[src/rtl/seq_alu.sv]
// Handshaked RV32I/M execution unit: class-S ops in 1 cycle, MUL/DIV iteratively in WIDTH cycles.
// Backpressure: result held in DONE until outReady; inReady drops while busy or while a result is stalled.
module seq_alu #(
    parameter int WIDTH = 32,
    parameter int TAG_W = 5
) (
    input  logic             clk,
    input  logic             reset,
    input  logic             inValid,
    output logic             inReady,
    input  logic [WIDTH-1:0] inputA,
    input  logic [WIDTH-1:0] inputB,
    input  logic [4:0]       opSel,
    input  logic [TAG_W-1:0] inTag,
    output logic             outValid,
    input  logic             outReady,
    output logic [WIDTH-1:0] result,
    output logic             zero,
    output logic [TAG_W-1:0] outTag
);
    localparam int SW = $clog2(WIDTH);

    localparam logic [4:0] OP_ADD = 5'd0,  OP_SUB = 5'd1,  OP_SLL = 5'd2,  OP_SLT = 5'd3;
    localparam logic [4:0] OP_SLTU = 5'd4, OP_XOR = 5'd5,  OP_SRL = 5'd6,  OP_SRA = 5'd7;
    localparam logic [4:0] OP_OR = 5'd8,   OP_AND = 5'd9,  OP_MULH = 5'd17, OP_MULHSU = 5'd18;
    localparam logic [4:0] OP_DIV = 5'd20, OP_REM = 5'd22;

    typedef enum logic [1:0] {IDLE, BUSY, DONE} state_t;
    state_t state, state_n;

    logic [WIDTH-1:0]   hi, lo, mc, hi_n, lo_n;
    logic [SW-1:0]      cnt;
    logic [2:0]         mop;
    logic               qneg, rneg, bzero;
    logic [TAG_W-1:0]   tag_q;
    logic               accept, is_m, last, a_sgn, b_sgn, ge;
    logic [WIDTH-1:0]   s_res, m_res, a_mag, b_mag;
    logic [SW-1:0]      shamt;
    logic [WIDTH:0]     sum, rsh;
    logic [2*WIDTH-1:0] prod, prod_s;

    assign inReady  = (state == IDLE) || (state == DONE && outReady);
    assign accept   = inValid && inReady;
    assign outValid = (state == DONE);
    assign zero     = (result == '0);
    assign is_m     = (opSel[4:3] == 2'b10);
    assign last     = (cnt == SW'(WIDTH - 1));
    assign shamt    = inputB[SW-1:0];

    assign a_sgn = inputA[WIDTH-1] &&
                   (opSel == OP_MULH || opSel == OP_MULHSU || opSel == OP_DIV || opSel == OP_REM);
    assign b_sgn = inputB[WIDTH-1] && (opSel == OP_MULH || opSel == OP_DIV || opSel == OP_REM);
    assign a_mag = a_sgn ? -inputA : inputA;
    assign b_mag = b_sgn ? -inputB : inputB;

    always_comb begin
        s_res = '0;
        case (opSel)
            OP_ADD:  s_res = inputA + inputB;
            OP_SUB:  s_res = inputA - inputB;
            OP_SLL:  s_res = inputA << shamt;
            OP_SLT:  s_res = {{(WIDTH-1){1'b0}}, ($signed(inputA) < $signed(inputB))};
            OP_SLTU: s_res = {{(WIDTH-1){1'b0}}, (inputA < inputB)};
            OP_XOR:  s_res = inputA ^ inputB;
            OP_SRL:  s_res = inputA >> shamt;
            OP_SRA:  s_res = $signed(inputA) >>> shamt;
            OP_OR:   s_res = inputA | inputB;
            OP_AND:  s_res = inputA & inputB;
            default: s_res = '0;
        endcase
    end

    // hi:lo is the product (mul) or remainder:quotient (div); mc is multiplicand or divisor magnitude.
    always_comb begin
        sum = {1'b0, hi} + (lo[0] ? {1'b0, mc} : '0);
        rsh = {hi, lo[WIDTH-1]};
        ge  = (rsh >= {1'b0, mc});
        if (mop[2]) begin
            hi_n = ge ? (rsh[WIDTH-1:0] - mc) : rsh[WIDTH-1:0];
            lo_n = {lo[WIDTH-2:0], ge};
        end else begin
            hi_n = sum[WIDTH:1];
            lo_n = {sum[0], lo[WIDTH-1:1]};
        end
    end

    assign prod   = {hi_n, lo_n};
    assign prod_s = qneg ? -prod : prod;

    always_comb begin
        m_res = '0;
        case (mop)
            3'd0:    m_res = prod_s[WIDTH-1:0];
            3'd1,
            3'd2,
            3'd3:    m_res = prod_s[2*WIDTH-1:WIDTH];
            3'd4:    m_res = bzero ? '1 : (qneg ? -lo_n : lo_n);
            3'd5:    m_res = lo_n;
            3'd6:    m_res = rneg ? -hi_n : hi_n;
            default: m_res = hi_n;
        endcase
    end

    always_comb begin
        state_n = state;
        case (state)
            IDLE: if (accept) state_n = is_m ? BUSY : DONE;
            BUSY: if (last) state_n = DONE;
            DONE: begin
                if (accept)        state_n = is_m ? BUSY : DONE;
                else if (outReady) state_n = IDLE;
            end
            default: state_n = IDLE;
        endcase
    end

    always_ff @(posedge clk) begin
        if (reset) state <= IDLE;
        else       state <= state_n;
    end

    always_ff @(posedge clk) begin
        if (reset) begin
            hi     <= '0;
            lo     <= '0;
            mc     <= '0;
            cnt    <= '0;
            mop    <= '0;
            qneg   <= 1'b0;
            rneg   <= 1'b0;
            bzero  <= 1'b0;
            tag_q  <= '0;
            result <= '0;
            outTag <= '0;
        end else if (accept && is_m) begin
            hi    <= '0;
            lo    <= opSel[2] ? a_mag : b_mag;
            mc    <= opSel[2] ? b_mag : a_mag;
            mop   <= opSel[2:0];
            qneg  <= a_sgn ^ b_sgn;
            rneg  <= a_sgn;
            bzero <= (inputB == '0);
            tag_q <= inTag;
            cnt   <= '0;
        end else if (accept) begin
            result <= s_res;
            outTag <= inTag;
        end else if (state == BUSY) begin
            hi  <= hi_n;
            lo  <= lo_n;
            cnt <= cnt + 1'b1;
            if (last) begin
                result <= m_res;
                outTag <= tag_q;
            end
        end
    end
endmodule

[config.mk]
export PLATFORM = sky130hd
export DESIGN_NAME = seq_alu
export DESIGN_NICKNAME = d
export VERILOG_FILES = /design/src/rtl/seq_alu.sv
export SDC_FILE = /design/constraint.sdc
export NUM_CORES = 1
export LEC_CHECK = 0
export BUFFER_PORTS_ARGS = -buffer_cell sky130_fd_sc_hd__buf_4
export CAP_MARGIN = 20
export CORE_AREA = 2 2 331 300
export DETAILED_ROUTE_END_ITERATION = 10
export DIE_AREA = 0 0 333 302
export GPL_ROUTABILITY_DRIVEN = 0
export PLACE_DENSITY_LB_ADDON = 0.25
export SLEW_MARGIN = 40
export SYNTH_ARGS = -nofsm -noshare
export SYNTH_HDL_FRONTEND = slang
export SYNTH_SLANG_ARGS = --single-unit
export TNS_END_PERCENT = 100
[constraint.sdc]
create_clock -name clk -period 7.4 [get_ports clk]
set_input_delay 0.37 -clock clk [delete_from_list [all_inputs] [get_ports clk]]
set_output_delay 0.37 -clock clk [all_outputs]
set_load 0.005 [all_outputs]
==> out/results.tsv, run 1 <==
metric	value	unit
Max FO, Critical Path	24	
worst hold endpoint	tag_q[1]	
share of layout cells above drive strength 1	8.628	%
total wirelength of the detailed-routed design	125.8	mm
vias per inst	5.952	
Yosys reg bits	151	
Wirelength per Cell	26.01	µm
most common cell after layout, fill and taps aside	sky130_fd_sc_hd__nand2_1	
Synth warnings	0	
post-route setup TNS	0	ps
CTS H-Tree Depth	4	
Switching Share	46.14	%
max-capacitance violation count	0	
number of global-route vias before repair	26080	
global-route wire length before repair	181.8	mm
worst-case headroom to the max-slew limit	37.85	%
residual DRC count	0	
overall track demand over capacity in global routing	24.06	%
primary flip-flop cell chosen by synthesis mapping	sky130_fd_sc_hd__dfxtp_1	
post-layout total power	0.003777	W
final layout net count	3794	
overall die area	100600	µm²
Longest Clk Path Bufs	2	
post-route ant nets	0	
result of the run	finished, final reports clean	
final hold vios	0	
initial core utilization	24.79	%
slew at the pin closest to its max-slew limit	932.3	ps
Row Count	109	
number of enable-type register cells in the synthesized netlist	0	
worst-case reg-to-reg path depth	23	
grt total ovfl	0	
type of the worst setup path	reg2reg	
DR WL met3	12.43	mm
initial DRC count	3752	
clock skew	12.67	ps
CP Capture Type	flop	
die height	302	µm
buffers inserted during post-CTS setup optimization	0	
worst hold path cell count	3	
Syn Std Cell Area	24140	µm²
CTS tree	yes	
highest routed layer	met5	
Filler Cells Inserted	11010	
Crit path required time	7800	ps
Psw	0.001742	W
area of the core region	97380	µm²
endpoint of the worst-slack reg-to-reg timing path	result[30]	
final period utilization	82.50	%
total leakage power	10.32	nW
Clk Tree Root Cell	sky130_fd_sc_hd__clkbuf_16	
Logic pwr share	49.8	%
distinct cell type count of the synthesized netlist	97	
vias post-DR	28780	
Critical Path Source Type	flop	
Setup-failing EPs final	0	
Pwr per Cell Area	140.4	nW/µm²
maximum frequency from static timing analysis	163.8	MHz
share of synthesized registers carrying an async set or reset	0	%
fraction of power consumed by the clock network	26.1	%
final critical-path required period	6105	ps
highest-count cells in the layout ignoring fill and taps	426 x sky130_fd_sc_hd__nand2_1, 359 x sky130_fd_sc_hd__nor2_1, 354 x sky130_fd_sc_hd__a21oi_1	
r2r setup slk	1300	ps
data arrival time of the critical path	6510	ps
part of the power in registers	24.1	%
mean area per synthesized cell	6.707	µm²
worst-skew pair later-pin latency	480	ps
number of max-slew violations in the final report	0	
Routed met1 length	55.34	mm
worst vdd rail ir drop	0.0001039	V
area added between synthesis and finish	11.41	%
gate count after technology mapping	3599	
antenna violations before repair	5	
clock transition at the register clock pins on the worst setup and hold paths after CTS	70	ps
I/O Buffers	117	
largest net degree at the start of global routing	79	
Tightest Hold Check Type	in2reg	
hold-fix buffers at CTS	0	
Internal Pwr Total	0.002034	W
total nets after synthesis	3848	
proportion of synthesized chip area in sequential cells	12.52	%
1st-pass router iterations	8	
hold path startpoint	inTag[1]	
placed instance count	4801	
final HPWL from detailed placement	97.05	mm
met2 layer wire length in the routed design	50.23	mm
setup repair after global routing missed its margin	no	
fraction of the core area covered by cells at the end of the flow	27.62	%
post-layout instance count excluding filler cells	4835	
horizontal die dimension	333	µm
Resize count post-CTS	0	
CTS Sinks	151	
number of buffers inserted during clock tree synthesis	17	
Top-Level Pins	118	
Reg-to-Reg Start	mc[12]	
==> flip-flops by register name (all words and copies together) (netlist names) <==
| name | cells |
|---|---|
| outTag | 5 |
| state | 2 |
| rneg | 1 |
| cnt | 5 |
| mc | 32 |
| mop | 3 |
| result | 32 |
| bzero | 1 |
| hi | 32 |
| qneg | 1 |
| lo | 32 |
| tag_q | 5 |
==> power by group through the flow <==
stage	clock (W)	combinational, W	sequential [W]
2_1_floorplan	0	0.00119	0.000902
3_3_place_gp	0	0.00181	0.000927
3_5_place_dp	0	0.00181	0.000928
4_1_cts	0.00100	0.00181	0.000909
5_1_grt	0.00103	0.00200	0.000915
6_report	0.000985	0.00188	0.000912
==> through the flow <==
stage | setup WS (ps) | hold WS (ps) | cell area, µm²
floorplan | 1807 | 436.6 | 24140
global placement | 1234 | 443.3 | 26180
detailed placement | 1209 | 448.7 | 26230
CTS | 1157 | 129.8 | 26850
global route | 828.7 | 143.5 | 26890
finish | 1295 | 146.1 | 26890
==> cells in the mapped netlist, drive strengths merged (56+ instances only) <==
master    n  area, µm²
a31oi    67      434.2
nand2   427       1603
xnor2   114      998.5
clkbuf  212      795.8
inv     156      585.6
dfxtp   151       3023
ha      167       2090
nor3     93      465.5
a21oi   358       1799
mux2i    93      930.9
o211ai  131      988.5
a211oi   63      473.0
nor2    362       1364
o21ai   281       1410
nand3    56      280.3
==> cell type report <==
type                       count  area (µm²)  share of cell area [%]
tap                         1276        1597                   5.937
antenna                        1       2.502                0.009305
clock buffer                  18       429.2                   1.596
inverter                     163       611.8                   2.275
timing repair buffer         187        1429                   5.313
clock inverter                14       197.7                  0.7351
multi-input combinational   3025       19600                   72.87
sequential                   151        3028                   11.26
==> per-layer routing <==
metal  up-vias  track usage [%]
li1      13220                -
met1     13750            33.47
met2      1520            34.31
met3       286            4.943
met4         6            13.62
met5         -                0
==> worst max-delay path by stage <==
stage / from / endpoint / cells past startpoint
final: mc[12] / result[30] / 23
after global routing: hi[5] / result[6] / 21
after global placement: mc[6] / result[30] / 24
after detailed placement: hi[5] / result[30] / 23
after CTS: mc[12] / result[6] / 21
after floorplan: hi[5] / result[22] / 21
==> cells by family after synthesis <==
logic type,after synthesis,share of synthesized area [%]
fa+ha+maj,171,8.988
xor+xnor,162,5.878
simple gates,1232,23.36
buf+inv,423,6.723
flops,151,12.52
mux,123,6.111
compound gates,1337,36.41
==> worst max-delay path, stage by stage, from the launching register on <==
cell and delay [ps]:
sky130_fd_sc_hd__dfxtp_1 350, sky130_fd_sc_hd__inv_1 50, sky130_fd_sc_hd__ha_1 360, sky130_fd_sc_hd__a21oi_1 410
sky130_fd_sc_hd__or3b_1 420, sky130_fd_sc_hd__o21a_1 230, sky130_fd_sc_hd__o21a_4 320, sky130_fd_sc_hd__nor2_2 160
sky130_fd_sc_hd__a21oi_1 150, sky130_fd_sc_hd__clkinv_1 110, sky130_fd_sc_hd__ha_1 160, sky130_fd_sc_hd__o21ai_0 160
sky130_fd_sc_hd__or4_1 600, sky130_fd_sc_hd__nor3_1 230, sky130_fd_sc_hd__buf_4 160, sky130_fd_sc_hd__o211ai_1 220
sky130_fd_sc_hd__nor4_2 590, sky130_fd_sc_hd__nand2_1 170, sky130_fd_sc_hd__nand2_1 140, sky130_fd_sc_hd__nand3_1 120
sky130_fd_sc_hd__nor3_1 180, sky130_fd_sc_hd__nor2b_1 170, sky130_fd_sc_hd__mux2_2 370, sky130_fd_sc_hd__a41oi_1 200
Note: power is estimated with default switching activity, not from simulation.
==> inputs of run 2 (changes only) <==
Clock period 7.4 ns to 5.4 ns, I/O delays scaled along.
==> run 2 against run 1 <==
Sequential share of layout area shrank 0.37 points. Hold slack worse by 97 ps. Global-route usage up 0.26 points. Combinational power grew 46%. Non-clock buffer count up 121. Clock-buffer cell count is the same. Critical endpoint is now result[20].
==> out/results.tsv, run 2 (synthesized netlist as in run 1, its figures left out) <==
metric	value	unit
die height	302	µm
Row Count	109	
Top-Level Pins	118	
global-route wire length before repair	184.5	mm
area of the core region	97380	µm²
CTS H-Tree Depth	4	
area added between synthesis and finish	15.24	%
Pwr per Cell Area	193.1	nW/µm²
Clk Tree Root Cell	sky130_fd_sc_hd__clkbuf_16	
Critical Path Source Type	flop	
Max FO, Critical Path	15	
1st-pass router iterations	7	
final period utilization	94.21	%
CP Capture Type	flop	
horizontal die dimension	333	µm
CTS tree	yes	
Worst setup startpoint	mc[29]	
overall die area	100600	µm²
total leakage power	10.93	nW
Tightest Hold Check Type	in2reg	
number of buffers inserted during clock tree synthesis	17	
total non-filler cell area in the finished layout	27820	µm²
hold path startpoint	inTag[4]	
final HPWL from detailed placement	100.0	mm
share of layout cells above drive strength 1	11.77	%
Longest Clk Path Bufs	2	
max-capacitance violation count	0	
overall track demand over capacity in global routing	24.32	%
post-layout total power	0.005371	W
Routed met1 length	54.33	mm
post-route setup TNS	0	ps
CTS Sinks	151	
vias post-DR	29480	
maximum frequency from static timing analysis	196.6	MHz
largest net degree at the start of global routing	73	
highest-count cells in the layout ignoring fill and taps	425 x sky130_fd_sc_hd__nand2_1, 359 x sky130_fd_sc_hd__nor2_1, 355 x sky130_fd_sc_hd__a21oi_1	
Crit path required time	5760	ps
post-placement cell area	27100	µm²
number of global-route vias before repair	26920	
post-route ant nets	0	
clock transition at the register clock pins on the worst setup and hold paths after CTS	80	ps
Reg-to-Reg Start	mc[29]	
slew at the pin closest to its max-slew limit	928.3	ps
Setup-failing EPs final	0	
I/O Buffers	117	
number of max-slew violations in the final report	0	
final hold vios	0	
final critical-path required period	5087	ps
most common cell after layout, fill and taps aside	sky130_fd_sc_hd__nand2_1	
clock skew	14.95	ps
fraction of the core area covered by cells at the end of the flow	28.57	%
worst-case headroom to the max-slew limit	38.11	%
worst vdd rail ir drop	0.0001497	V
residual DRC count	0	
data arrival time of the critical path	5450	ps
antenna violations before repair	4	
DR WL met3	13.56	mm
total wirelength of the detailed-routed design	127.6	mm
final-layout worst hold slack	49.01	ps
result of the run	finished, final reports clean	
vias per inst	5.951	
initial DRC count	3979	
Wirelength per Cell	25.75	µm
count of antenna diodes in the layout	0	
setup repair after global routing missed its margin	no	
worst-skew pair later-pin latency	480	ps
highest routed layer	met5	
grt total ovfl	0	
initial core utilization	24.79	%
final layout net count	3915	
met2 layer wire length in the routed design	52.07	mm
type of the worst setup path	reg2reg	
## run 2: cell count changes in the layout (fill, tap and decap cells not counted), moves of 2 or more
cell	delta
sky130_fd_sc_hd__a211oi_1	+2
sky130_fd_sc_hd__a211oi_2	-2
sky130_fd_sc_hd__buf_4	+124
sky130_fd_sc_hd__buf_6	-2
sky130_fd_sc_hd__nor3_1	-2
sky130_fd_sc_hd__or4b_1	-2
sky130_fd_sc_hd__or4b_4	+2
## run 2: routing by layer
layer,GRT usage [%],vias up
met4,12.78,6
li1,-,13430
met2,35.58,1772
met1,33.28,13970
met3,5.321,297
met5,0,-
## run 2: critical path: stages, from the launching register on
cell and delay, ps:
sky130_fd_sc_hd__dfxtp_1 370, sky130_fd_sc_hd__inv_1 60, sky130_fd_sc_hd__ha_1 370, sky130_fd_sc_hd__nand4b_1 200, sky130_fd_sc_hd__or3_1 430, sky130_fd_sc_hd__o41ai_2 400, sky130_fd_sc_hd__nor2_2 240, sky130_fd_sc_hd__buf_4 250
sky130_fd_sc_hd__a31oi_1 240, sky130_fd_sc_hd__a22o_1 340, sky130_fd_sc_hd__or4b_1 500, sky130_fd_sc_hd__or4b_1 530, sky130_fd_sc_hd__buf_4 190, sky130_fd_sc_hd__o31a_1 300, sky130_fd_sc_hd__o31a_1 310, sky130_fd_sc_hd__o211ai_2 140
sky130_fd_sc_hd__nand3_1 90
## run 2: layout make-up
cell class              count  area, µm²
clock buffers              18      450.4
fillers                 10880      69560
well taps                1276       1597
repair buffers            308       2312
multi-input cells        3025      19630
clock inverters            13      191.4
flip-flops and latches    151       3029
inverters                 163      611.8
## run 2: through the flow
step,setup slack (ps),std cells
5_1_grt,2.081,4954
3_3_place_gp,170.4,4921
2_1_floorplan,72.47,3599
4_1_cts,68.98,4952
6_report,312.9,4954
3_5_place_dp,105.1,4921
## run 2: power breakdown
group / switching (W) / total (W) / internal (W)
registers: 0.0000799 / 0.00125 / 0.00117
logic: 0.00179 / 0.00274 / 0.000948
clock network: 0.000583 / 0.00139 / 0.000803
## run 2: worst paths after layout
check                                  end  slack, ps  cells past startpoint
worst min register to register    tag_q[1]        460                      2
worst max-delay path            result[20]        310                     16
worst min-delay path              tag_q[4]         50                      3
worst max register to register  result[20]        310                     16
## run 2: what timing repair did
action,CTS,global route
hold buffers,0,0
gates resized for setup,0,19
buffers inserted,0,2
endpoints found under the setup margin,0,18
